[config.mk]
export PLATFORM = sky130hd
export DESIGN_NAME = uart_tx_arb
export DESIGN_NICKNAME = d
export VERILOG_FILES = /design/src/rtl/uart_tx_arb_pkg.sv /design/src/rtl/uart_tx_arb_rr_pick.sv /design/src/rtl/uart_tx_arb.sv
export SDC_FILE = /design/constraint.sdc
export NUM_CORES = 1
export LEC_CHECK = 0
export ABC_CLOCK_PERIOD_IN_PS = 2230
export CELL_PAD_IN_SITES_DETAIL_PLACEMENT = 2
export CELL_PAD_IN_SITES_GLOBAL_PLACEMENT = 2
export CORE_UTILIZATION = 21
export CTS_BUF_LIST = sky130_fd_sc_hd__clkbuf_16
export DETAILED_ROUTE_END_ITERATION = 6
export GPL_TIMING_DRIVEN = 0
export PLACE_DENSITY_LB_ADDON = 0.1
export SETUP_SLACK_MARGIN = 0.3
export SLEW_MARGIN = 20
export SYNTH_ARGS = -nofsm -noshare
export SYNTH_HDL_FRONTEND = slang
export SYNTH_SLANG_ARGS = --single-unit
[constraint.sdc]
create_clock -name clk -period 2.23 [get_ports clk]
set_input_delay 0.446 -clock clk [delete_from_list [all_inputs] [get_ports clk]]
set_output_delay 0.446 -clock clk [all_outputs]
set_load 0.01 [all_outputs]
[src/rtl/uart_tx_arb_pkg.sv]
// Shared definitions for the UART TX FIFO write-port arbiter:
// FSM encodings and a constant-width helper.
package uart_tx_arb_pkg;

  typedef enum logic [0:0] {
    ARB_IDLE = 1'b0,
    ARB_LOCK = 1'b1
  } arb_state_e;

  // Bits needed to index 'value' distinct items; never returns less than 1.
  function automatic int clog2(input int value);
    int r;
    r = 0;
    for (int v = value - 1; v > 0; v = v >> 1) begin
      r = r + 1;
    end
    return (r < 1) ? 1 : r;
  endfunction

endpackage

[src/rtl/uart_tx_arb_rr_pick.sv]
// Round-robin pick: first set request found scanning upward from the
// index just after the previous winner, wrapping at NUM_REQ.
module rr_pick
  import uart_tx_arb_pkg::*;
#(
  parameter int NUM_REQ = 4
) (
  input  logic [NUM_REQ-1:0]        req_i,
  input  logic [clog2(NUM_REQ)-1:0] last_grant_i,
  output logic                      any_o,
  output logic [clog2(NUM_REQ)-1:0] idx_o
);

  localparam int IW = clog2(NUM_REQ);

  // Scan last_grant+1 .. last_grant+NUM_REQ (mod NUM_REQ); first hit wins.
  always_comb begin
    int j;
    logic [IW-1:0] jj;
    any_o = 1'b0;
    idx_o = '0;
    j     = 0;
    jj    = '0;
    for (int k = 1; k <= NUM_REQ; k++) begin
      j = int'(last_grant_i) + k;
      if (j >= NUM_REQ) begin
        j = j - NUM_REQ;
      end
      jj = IW'(j);
      if (!any_o && req_i[jj]) begin
        any_o = 1'b1;
        idx_o = jj;
      end
    end
  end

endmodule

[src/rtl/uart_tx_arb.sv]
// Round-robin arbiter sharing the UART TX FIFO write port among NUM_REQ
// valid/ready requesters. A grant is held for a whole packet so bytes
// from different sources never interleave; long or stalled packets are
// cut by a burst limit or an idle timeout.
//
//  state    | meaning
//  ---------+-------------------------------------------------------------
//  ARB_IDLE | no owner; pick next requester round-robin (no beat moves)
//  ARB_LOCK | grant_id owns the FIFO port until last/burst limit/timeout
module uart_tx_arb
  import uart_tx_arb_pkg::*;
#(
  parameter int NUM_REQ    = 4,
  parameter int DATA_WIDTH = 16,
  parameter int MAX_BURST  = 16,
  parameter int IDLE_TO    = 8
) (
  input  logic                          clk,
  input  logic                          rst,
  input  logic                          arb_en,
  input  logic [NUM_REQ-1:0]            req_valid,
  input  logic [NUM_REQ-1:0]            req_last,
  input  logic [NUM_REQ*DATA_WIDTH-1:0] req_data,
  output logic [NUM_REQ-1:0]            req_ready,
  input  logic                          full_tx,
  output logic                          wr_en,
  output logic [DATA_WIDTH-1:0]         tx_din_fifo,
  output logic [clog2(NUM_REQ)-1:0]     grant_id,
  output logic                          busy,
  output logic                          burst_cut
);

  localparam int IW = clog2(NUM_REQ);
  localparam int BW = clog2(MAX_BURST + 1);
  localparam int TW = clog2(IDLE_TO + 1);

  arb_state_e            state_q, state_d;
  logic [IW-1:0]         grant_id_q, grant_id_d;
  logic [IW-1:0]         last_grant_q, last_grant_d;
  logic [BW-1:0]         beat_cnt_q, beat_cnt_d;
  logic [TW-1:0]         idle_cnt_q, idle_cnt_d;
  logic                  burst_cut_q, burst_cut_d;
  logic [DATA_WIDTH-1:0] dout_q, dout_d;

  logic                  pick_any;
  logic [IW-1:0]         pick_idx;
  logic                  owner_valid;
  logic                  owner_last;
  logic [DATA_WIDTH-1:0] owner_data;
  logic                  drop;

  rr_pick #(
    .NUM_REQ (NUM_REQ)
  ) u_rr_pick (
    .req_i        (req_valid),
    .last_grant_i (last_grant_q),
    .any_o        (pick_any),
    .idx_o        (pick_idx)
  );

  // Select the current owner's handshake signals and payload.
  always_comb begin
    owner_valid = 1'b0;
    owner_last  = 1'b0;
    owner_data  = '0;
    for (int i = 0; i < NUM_REQ; i++) begin
      if (grant_id_q == IW'(i)) begin
        owner_valid = req_valid[i];
        owner_last  = req_last[i];
        owner_data  = req_data[i*DATA_WIDTH +: DATA_WIDTH];
      end
    end
  end

  // Next-state logic, counters and the combinational FIFO write strobe.
  always_comb begin
    state_d      = state_q;
    grant_id_d   = grant_id_q;
    last_grant_d = last_grant_q;
    beat_cnt_d   = beat_cnt_q;
    idle_cnt_d   = idle_cnt_q;
    burst_cut_d  = 1'b0;
    dout_d       = dout_q;
    req_ready    = '0;
    wr_en        = 1'b0;
    drop         = 1'b0;
    case (state_q)
      ARB_IDLE: begin
        if (arb_en && pick_any) begin
          grant_id_d = pick_idx;
          beat_cnt_d = '0;
          idle_cnt_d = '0;
          state_d    = ARB_LOCK;
        end
      end
      ARB_LOCK: begin
        req_ready[grant_id_q] = !full_tx;
        if (owner_valid && !full_tx) begin
          wr_en      = 1'b1;
          dout_d     = owner_data;
          beat_cnt_d = beat_cnt_q + BW'(1);
          idle_cnt_d = '0;
          // A natural end of packet wins over the burst limit on the same beat.
          if (owner_last) begin
            drop = 1'b1;
          end else if (beat_cnt_q == BW'(MAX_BURST - 1)) begin
            drop        = 1'b1;
            burst_cut_d = 1'b1;
          end
        end else if (!owner_valid) begin
          if (idle_cnt_q == TW'(IDLE_TO - 1)) begin
            drop        = 1'b1;
            burst_cut_d = 1'b1;
          end else begin
            idle_cnt_d = idle_cnt_q + TW'(1);
          end
        end else begin
          // Stalled by a full FIFO with valid held: not idle, never times out.
          idle_cnt_d = '0;
        end
        if (drop) begin
          state_d      = ARB_IDLE;
          last_grant_d = grant_id_q;
          beat_cnt_d   = '0;
          idle_cnt_d   = '0;
        end
      end
      default: begin
        state_d = ARB_IDLE;
      end
    endcase
  end

  assign tx_din_fifo = dout_d;
  assign grant_id    = grant_id_q;
  assign busy        = (state_q == ARB_LOCK);
  assign burst_cut   = burst_cut_q;

  // State register with synchronous reset; last_grant resets so index 0 wins first.
  always_ff @(posedge clk) begin
    if (rst) begin
      state_q      <= ARB_IDLE;
      grant_id_q   <= '0;
      last_grant_q <= IW'(NUM_REQ - 1);
      beat_cnt_q   <= '0;
      idle_cnt_q   <= '0;
      burst_cut_q  <= 1'b0;
      dout_q       <= '0;
    end else begin
      state_q      <= state_d;
      grant_id_q   <= grant_id_d;
      last_grant_q <= last_grant_d;
      beat_cnt_q   <= beat_cnt_d;
      idle_cnt_q   <= idle_cnt_d;
      burst_cut_q  <= burst_cut_d;
      dout_q       <= dout_d;
    end
  end

endmodule

# Word-level counts from Yosys, hierarchy flattened
# Index checks and enable logic that the tools add are counted.
[word_totals] wordCells=113 ff_bits=31 output_inout_bits=25
[classes] addsub=10 bitwise_logic=2 mux=60 magnitude_cmp=10 n_eq_ne=8 n_reduce_logical=16
[op_table] operator="16-bit 2-to-1 mux" count=6
[op_table] operator="1-bit 2-to-1 mux" count=29
[op_table] operator="4-bit 2-to-1 mux" count=6
[op_table] operator="2-bit 2-to-1 mux" count=8
[op_table] operator="2-bit by 3-bit < comparator with 1-bit output (second input constant)" count=5
[op_table] operator="5-bit 2-to-1 mux" count=3
[op_table] operator="5-bit case mux with 2 select lines" count=1
[op_table] operator="3-bit greater-or-equal comparator (second input constant)" count=3
[op_table] operator="1-bit binary-select mux with 2-bit select" count=4
[op_table] operator="4-bit case mux with 2 select lines" count=1
[op_table] operator="2-bit AND reduction" count=4
[op_table] operator="2-bit by 1-bit subtractor with 2-bit output (second input constant)" count=4
[op_table] operator="2-bit by 2-bit adder with 3-bit output (second input constant)" count=2
[op_table] operator="1-bit logical AND" count=6
[op_table] operator="5-bit by 1-bit adder with 5-bit output (second input constant)" count=1
[op_table] operator="5-bit by 4-bit == test with 1-bit output (second input constant)" count=1
[op_table] operator="5-bit by 4-bit != test with 1-bit output (second input constant)" count=1
[op_table] operator="2-bit by 3-bit adder with 4-bit output (second input constant)" count=1
[op_table] operator="4-bit by 1-bit adder with 4-bit output (second input constant)" count=1
[op_table] operator="4-bit bitwise AND" count=1
[op_table] operator="2-bit == test (second input constant)" count=2
[op_table] operator="4-bit by 3-bit == test with 1-bit output (second input constant)" count=1
[op_table] operator="4-bit by 3-bit greater-or-equal comparator with 1-bit output (second input constant)" count=1
[op_table] operator="1-bit zero test" count=4
[op_table] operator="10 further kinds" count=10

# Longest topological paths before layout
[logic_depth] depth_word=18 mapped_depth=7 ltp_nobuf=6

# Hierarchy
# A second synthesis with hierarchy kept.
[unflattened] hier_cells=179 hier_area_um2=1905.6
[modules_own_cells] mod="uart_tx_arb" cells_per_inst=165 instances=1 seq_area_each_um2=620.6 area_each_um2=1814.2
[modules_own_cells] mod="rr_pick" cells_per_inst=14 instances=1 seq_area_each_um2=0.0 area_each_um2=91.3

# Least setup slack after synthesis
# OpenSTA, ideal clock, no wires.
[synth_timing] path_type="reg-to-output" from="reg grant_id_q[0] (netlist: grant_id[0])" to="out tx_din_fifo[0]" required_ns=1.784 path_slack_ns=-0.088 stages_incl_launch_ff=7 path_buffers=3 t_arrival_ns=1.872 path_cell_list="dfxtp_1 -> buf_6 -> mux4_2 -> buf_6 -> nand2_2 -> buf_4 -> mux2_2"
[synth_via] elab_chain_len=8 elab_cells_between_ends=15 cone_classes="3 x eq/ne; 10 x mux; 2 x reduce/logical"
[synth_lines] element="from (decl)" line_no="uart_tx_arb.sv:38" source="logic [IW-1:0] grant_id_q, grant_id_d;"
[synth_lines] element="from (signal assigned)" line_no="uart_tx_arb.sv:151" source="grant_id_q <= grant_id_d;"
[synth_lines] element="2-bit zero test" line_no="uart_tx_arb.sv:67" source="if (grant_id_q == IW'(i)) begin"
[synth_lines] element="1-bit 2-to-1 mux (4 in a row)" line_no="uart_tx_arb.sv:67"
[synth_lines] element="1-bit logical AND" line_no="uart_tx_arb.sv:98" source="if (owner_valid && !full_tx) begin"
[synth_lines] element="16-bit 2-to-1 mux *" line_no="uart_tx_arb.sv:98"
[synth_lines] element="16-bit 2-to-1 mux *" line_no="uart_tx_arb.sv:87" source="case (state_q)"
[synth_lines] element="to (decl)" line_no="uart_tx_arb.sv:27" source="output logic [DATA_WIDTH-1:0] tx_din_fifo,"
# Mark *: on every way between the ends. The rest lies on a longest branch, timed or not.

# Final worst setup path
[layout_timing] from="reg grant_id_q[0] (netlist: grant_id[0])" to="out tx_din_fifo[2]"
# The elaborated chain is that of the path after synthesis.

==> results.json <==
{
  "required_ns": 1.78,
  "setup.worst_path.start_class": "flip-flop",
  "route.detailed.wl_per_inst_um": 18.0,
  "post_synth_fa_ha_maj_area_fraction_pct": 1.93,
  "violations": "DRC, setup timing",
  "post-route-drc-count": 3,
  "synth_largest_type_area_fraction_pct": 32.0,
  "period_needed_ns": 2.49,
  "synth_xor_xnor_area_share_pct": 0,
  "routed_wl_um": 7800,
  "post_synth_instance_area_um2": 1940,
  "fin_util_pct": 43.6,
  "drt_pass1_iterations": 7,
  "skew_ns": 0.00524,
  "viasPerCell": 4.73,
  "worst-slew-pin-transition_ns": 0.445,
  "numPortBuffers": 100,
  "compound_cell_area_share_of_the_yosys_netlist_pct": 13.1,
  "criticalPathCategory": "flip-flop to output port",
  "run_status": "complete, but fails checks",
  "cts.path.max_buffers": 2,
  "design_power_total_w": 0.00183,
  "num_io_pins": 101,
  "clock_sinks": 31,
  "synthSimpleGateAreaFrac_pct": 17.0,
  "std_cell_rows": 34,
  "max-cap-violations": 0,
  "p_per_area_nw_per_um2": 476,
  "hold_path.class": "flip-flop to flip-flop",
  "ys_dominant_reg_cell": "sky130_fd_sc_hd__dfxtp_1",
  "syn2layout_area_growth_pct": 98.5,
  "track_usage_pct": 16.2,
  "most-common-layout-cells": "sky130_fd_sc_hd__clkdlybuf4s50_1, sky130_fd_sc_hd__dfxtp_1, sky130_fd_sc_hd__buf_6",
  "initialDrtViolationCount": 65,
  "wire_length_of_the_first_global_routing_pass_um": 12100,
  "fin_crit_sh_pct": 112,
  "grt_pass1_vias": 2244,
  "yosys.cell_types.count": 44,
  "synth_top_family_by_area": "multiplexers",
  "synth_enable_flop_cells": 0,
  "antenna_found_initial": 0,
  "slew_headroom_pct": 70.3,
  "post_synth_inst_count": 184,
  "synth-seq-cells": 31,
  "leakagePower_nw": 1.55,
  "setup_viol_count_final": 16,
  "core_area_um2": 8850,
  "critPathCaptureType": "output port",
  "critical_path_peak_fanout": 8,
  "final-hold-violation-count": 0,
  "syn_area_per_cell_um2": 10.6,
  "insertion_delay_ns": 0.27,
  "die_height_um": 98.2,
  "warnings_from_yosys": 0,
  "synthesis.nets": 263,
  "post_synth_mux_area_share_pct": 30.7,
  "globalplace.congestion": 0.753,
  "cts_root_buffer_type": "sky130_fd_sc_hd__clkbuf_16",
  "cts_tree": "done",
  "fmax_mhz": 401,
  "globalRoute.totalOverflow": 0,
  "hold_slack_ns": 0.509,
  "h-tree-depth": 2,
  "post_drt_antenna_nets": 0,
  "die_x_um": 98.2,
  "clk_pin_slew_worst_paths_ns": 0.05,
  "ys_async_sr_fraction_pct": 0,
  "dp_hpwl_um": 5480,
  "vias": 2050,
  "synth.area.top_cells": "sky130_fd_sc_hd__dfxtp_1, sky130_fd_sc_hd__mux4_2, sky130_fd_sc_hd__mux2_2, sky130_fd_sc_hd__and2_1, sky130_fd_sc_hd__ha_1",
  "die_area_um2": 9640,
  "post_route_cells_drive_above_1_share_pct": 41.5,
  "timing_max_transition_violations_final": 0,
  "n_antenna_cell": 0,
  "largest_net_degree_at_the_start_of_global_routing": 11,
  "synth_top_cell_by_area": "sky130_fd_sc_hd__dfxtp_1",
  "critical_path_arrival_ns": 2.05,
  "layout_setup_ws_ns": -0.262,
  "grt_setup_unrepaired": "yes",
  "synth-seq-area-share_pct": 32.0,
  "finalNetCount": 403,
  "initial_core_util_pct": 21.9,
  "power.ir.vdd_worst_v": 0.000259,
  "layout_commonest_cell": "sky130_fd_sc_hd__clkdlybuf4s50_1",
  "numCtsBuffers": 5
}
[cells by family after synthesis]
kind of cell / Yosys count
buffers and inverters: 22
adders and majority gates: 3
and+or+nand+nor: 58
AOI/OAI and AO/OA: 35
muxes: 35
DFF: 31
[where the power goes]
| group | switching, W | internal (W) |
|---|---|---|
| logic | 0.000220 | 0.000389 |
| registers | 0.00000982 | 0.000573 |
| clock network | 0.000239 | 0.000403 |
[critical path, cell delays in order (launching register included)]
cell,delay (ns)
sky130_fd_sc_hd__dfxtp_2,0.33
sky130_fd_sc_hd__buf_6,0.10
sky130_fd_sc_hd__mux4_2,0.51
sky130_fd_sc_hd__buf_8,0.15
sky130_fd_sc_hd__nand2_8,0.11
sky130_fd_sc_hd__buf_12,0.14
sky130_fd_sc_hd__mux2_4,0.31
sky130_fd_sc_hd__buf_6,0.12
[cells in the mapped netlist (all sizes together) (2+ instances only)]
cell type   n
o21a        3
nand2       6
and2       17
buf         4
and3        2
nor3        4
o211ai      5
nand2b      5
inv         9
dfxtp      31
a21oi       5
clkbuf      9
nor2b       2
a31oi       2
nor3b       2
mux2       16
o21ai       7
mux4       18
or4         2
ha          3
nand3b      2
nand3       6
nor2        8
[through the flow]
stage	TNS, ns	cell area (um2)	setup WS (ns)	cells
2_1_floorplan	0	1990	0.117	184
3_3_place_gp	-24.96	3130	-0.957	392
3_5_place_dp	-25.16	3130	-0.952	392
4_1_cts	-3.81	3620	-0.258	417
5_1_grt	-4.88	3850	-0.321	433
6_report	-3.94	3850	-0.262	433
[per-layer routing]
layer  GRT usage [%]  up-vias  wire length [um]
li1                -      978                 -
met1            20.9     1009              3510
met2            28.4       58              3880
met3            3.44        5               361
met4            2.41        0                51
met5               0        -                 0
[final timing paths]
path | startpoint | to | slack, ns | cells past startpoint
setup / recovery | grant_id[0]$_SDFFE_PP0P_ | tx_din_fifo[2] | -0.26 | 7
setup reg to reg | grant_id[0]$_SDFFE_PP0P_ | beat_cnt_q[3]$_SDFFE_PP0P_ | 0.06 | 8
hold reg to reg | beat_cnt_q[1]$_SDFFE_PP0P_ | beat_cnt_q[1]$_SDFFE_PP0P_ | 0.51 | 2
hold / removal | beat_cnt_q[1]$_SDFFE_PP0P_ | beat_cnt_q[1]$_SDFFE_PP0P_ | 0.51 | 2
[repair_timing]
item                       4_1_cts  5_1_grt
hold buffers                     0        0
buffers inserted                16       16
gates cloned                     1        0
gates resized for setup        155       35
setup endpoints to repair       52       41
hold endpoints to repair         0        0
pin swaps                        3       17
[cell type report]
class | count | area (um2)
Inverter | 9 | 36.3
Fill cell | 928 | 4990
Buffer | 13 | 140
Clock buffer | 5 | 125
Timing Repair Buffer | 133 | 1360
Tap cell | 108 | 135
Multi-Input combinational cell | 131 | 1430
Sequential cell | 31 | 623
Clock inverter | 3 | 12.5
[state kept, by name (all words and copies together), names as in the netlist]
signal        cells
idle_cnt_q        4
dout_q           16
last_grant_q      2
beat_cnt_q        5
grant_id          2
busy              1
burst_cut         1
Note: power is estimated with default switching activity, not from simulation.
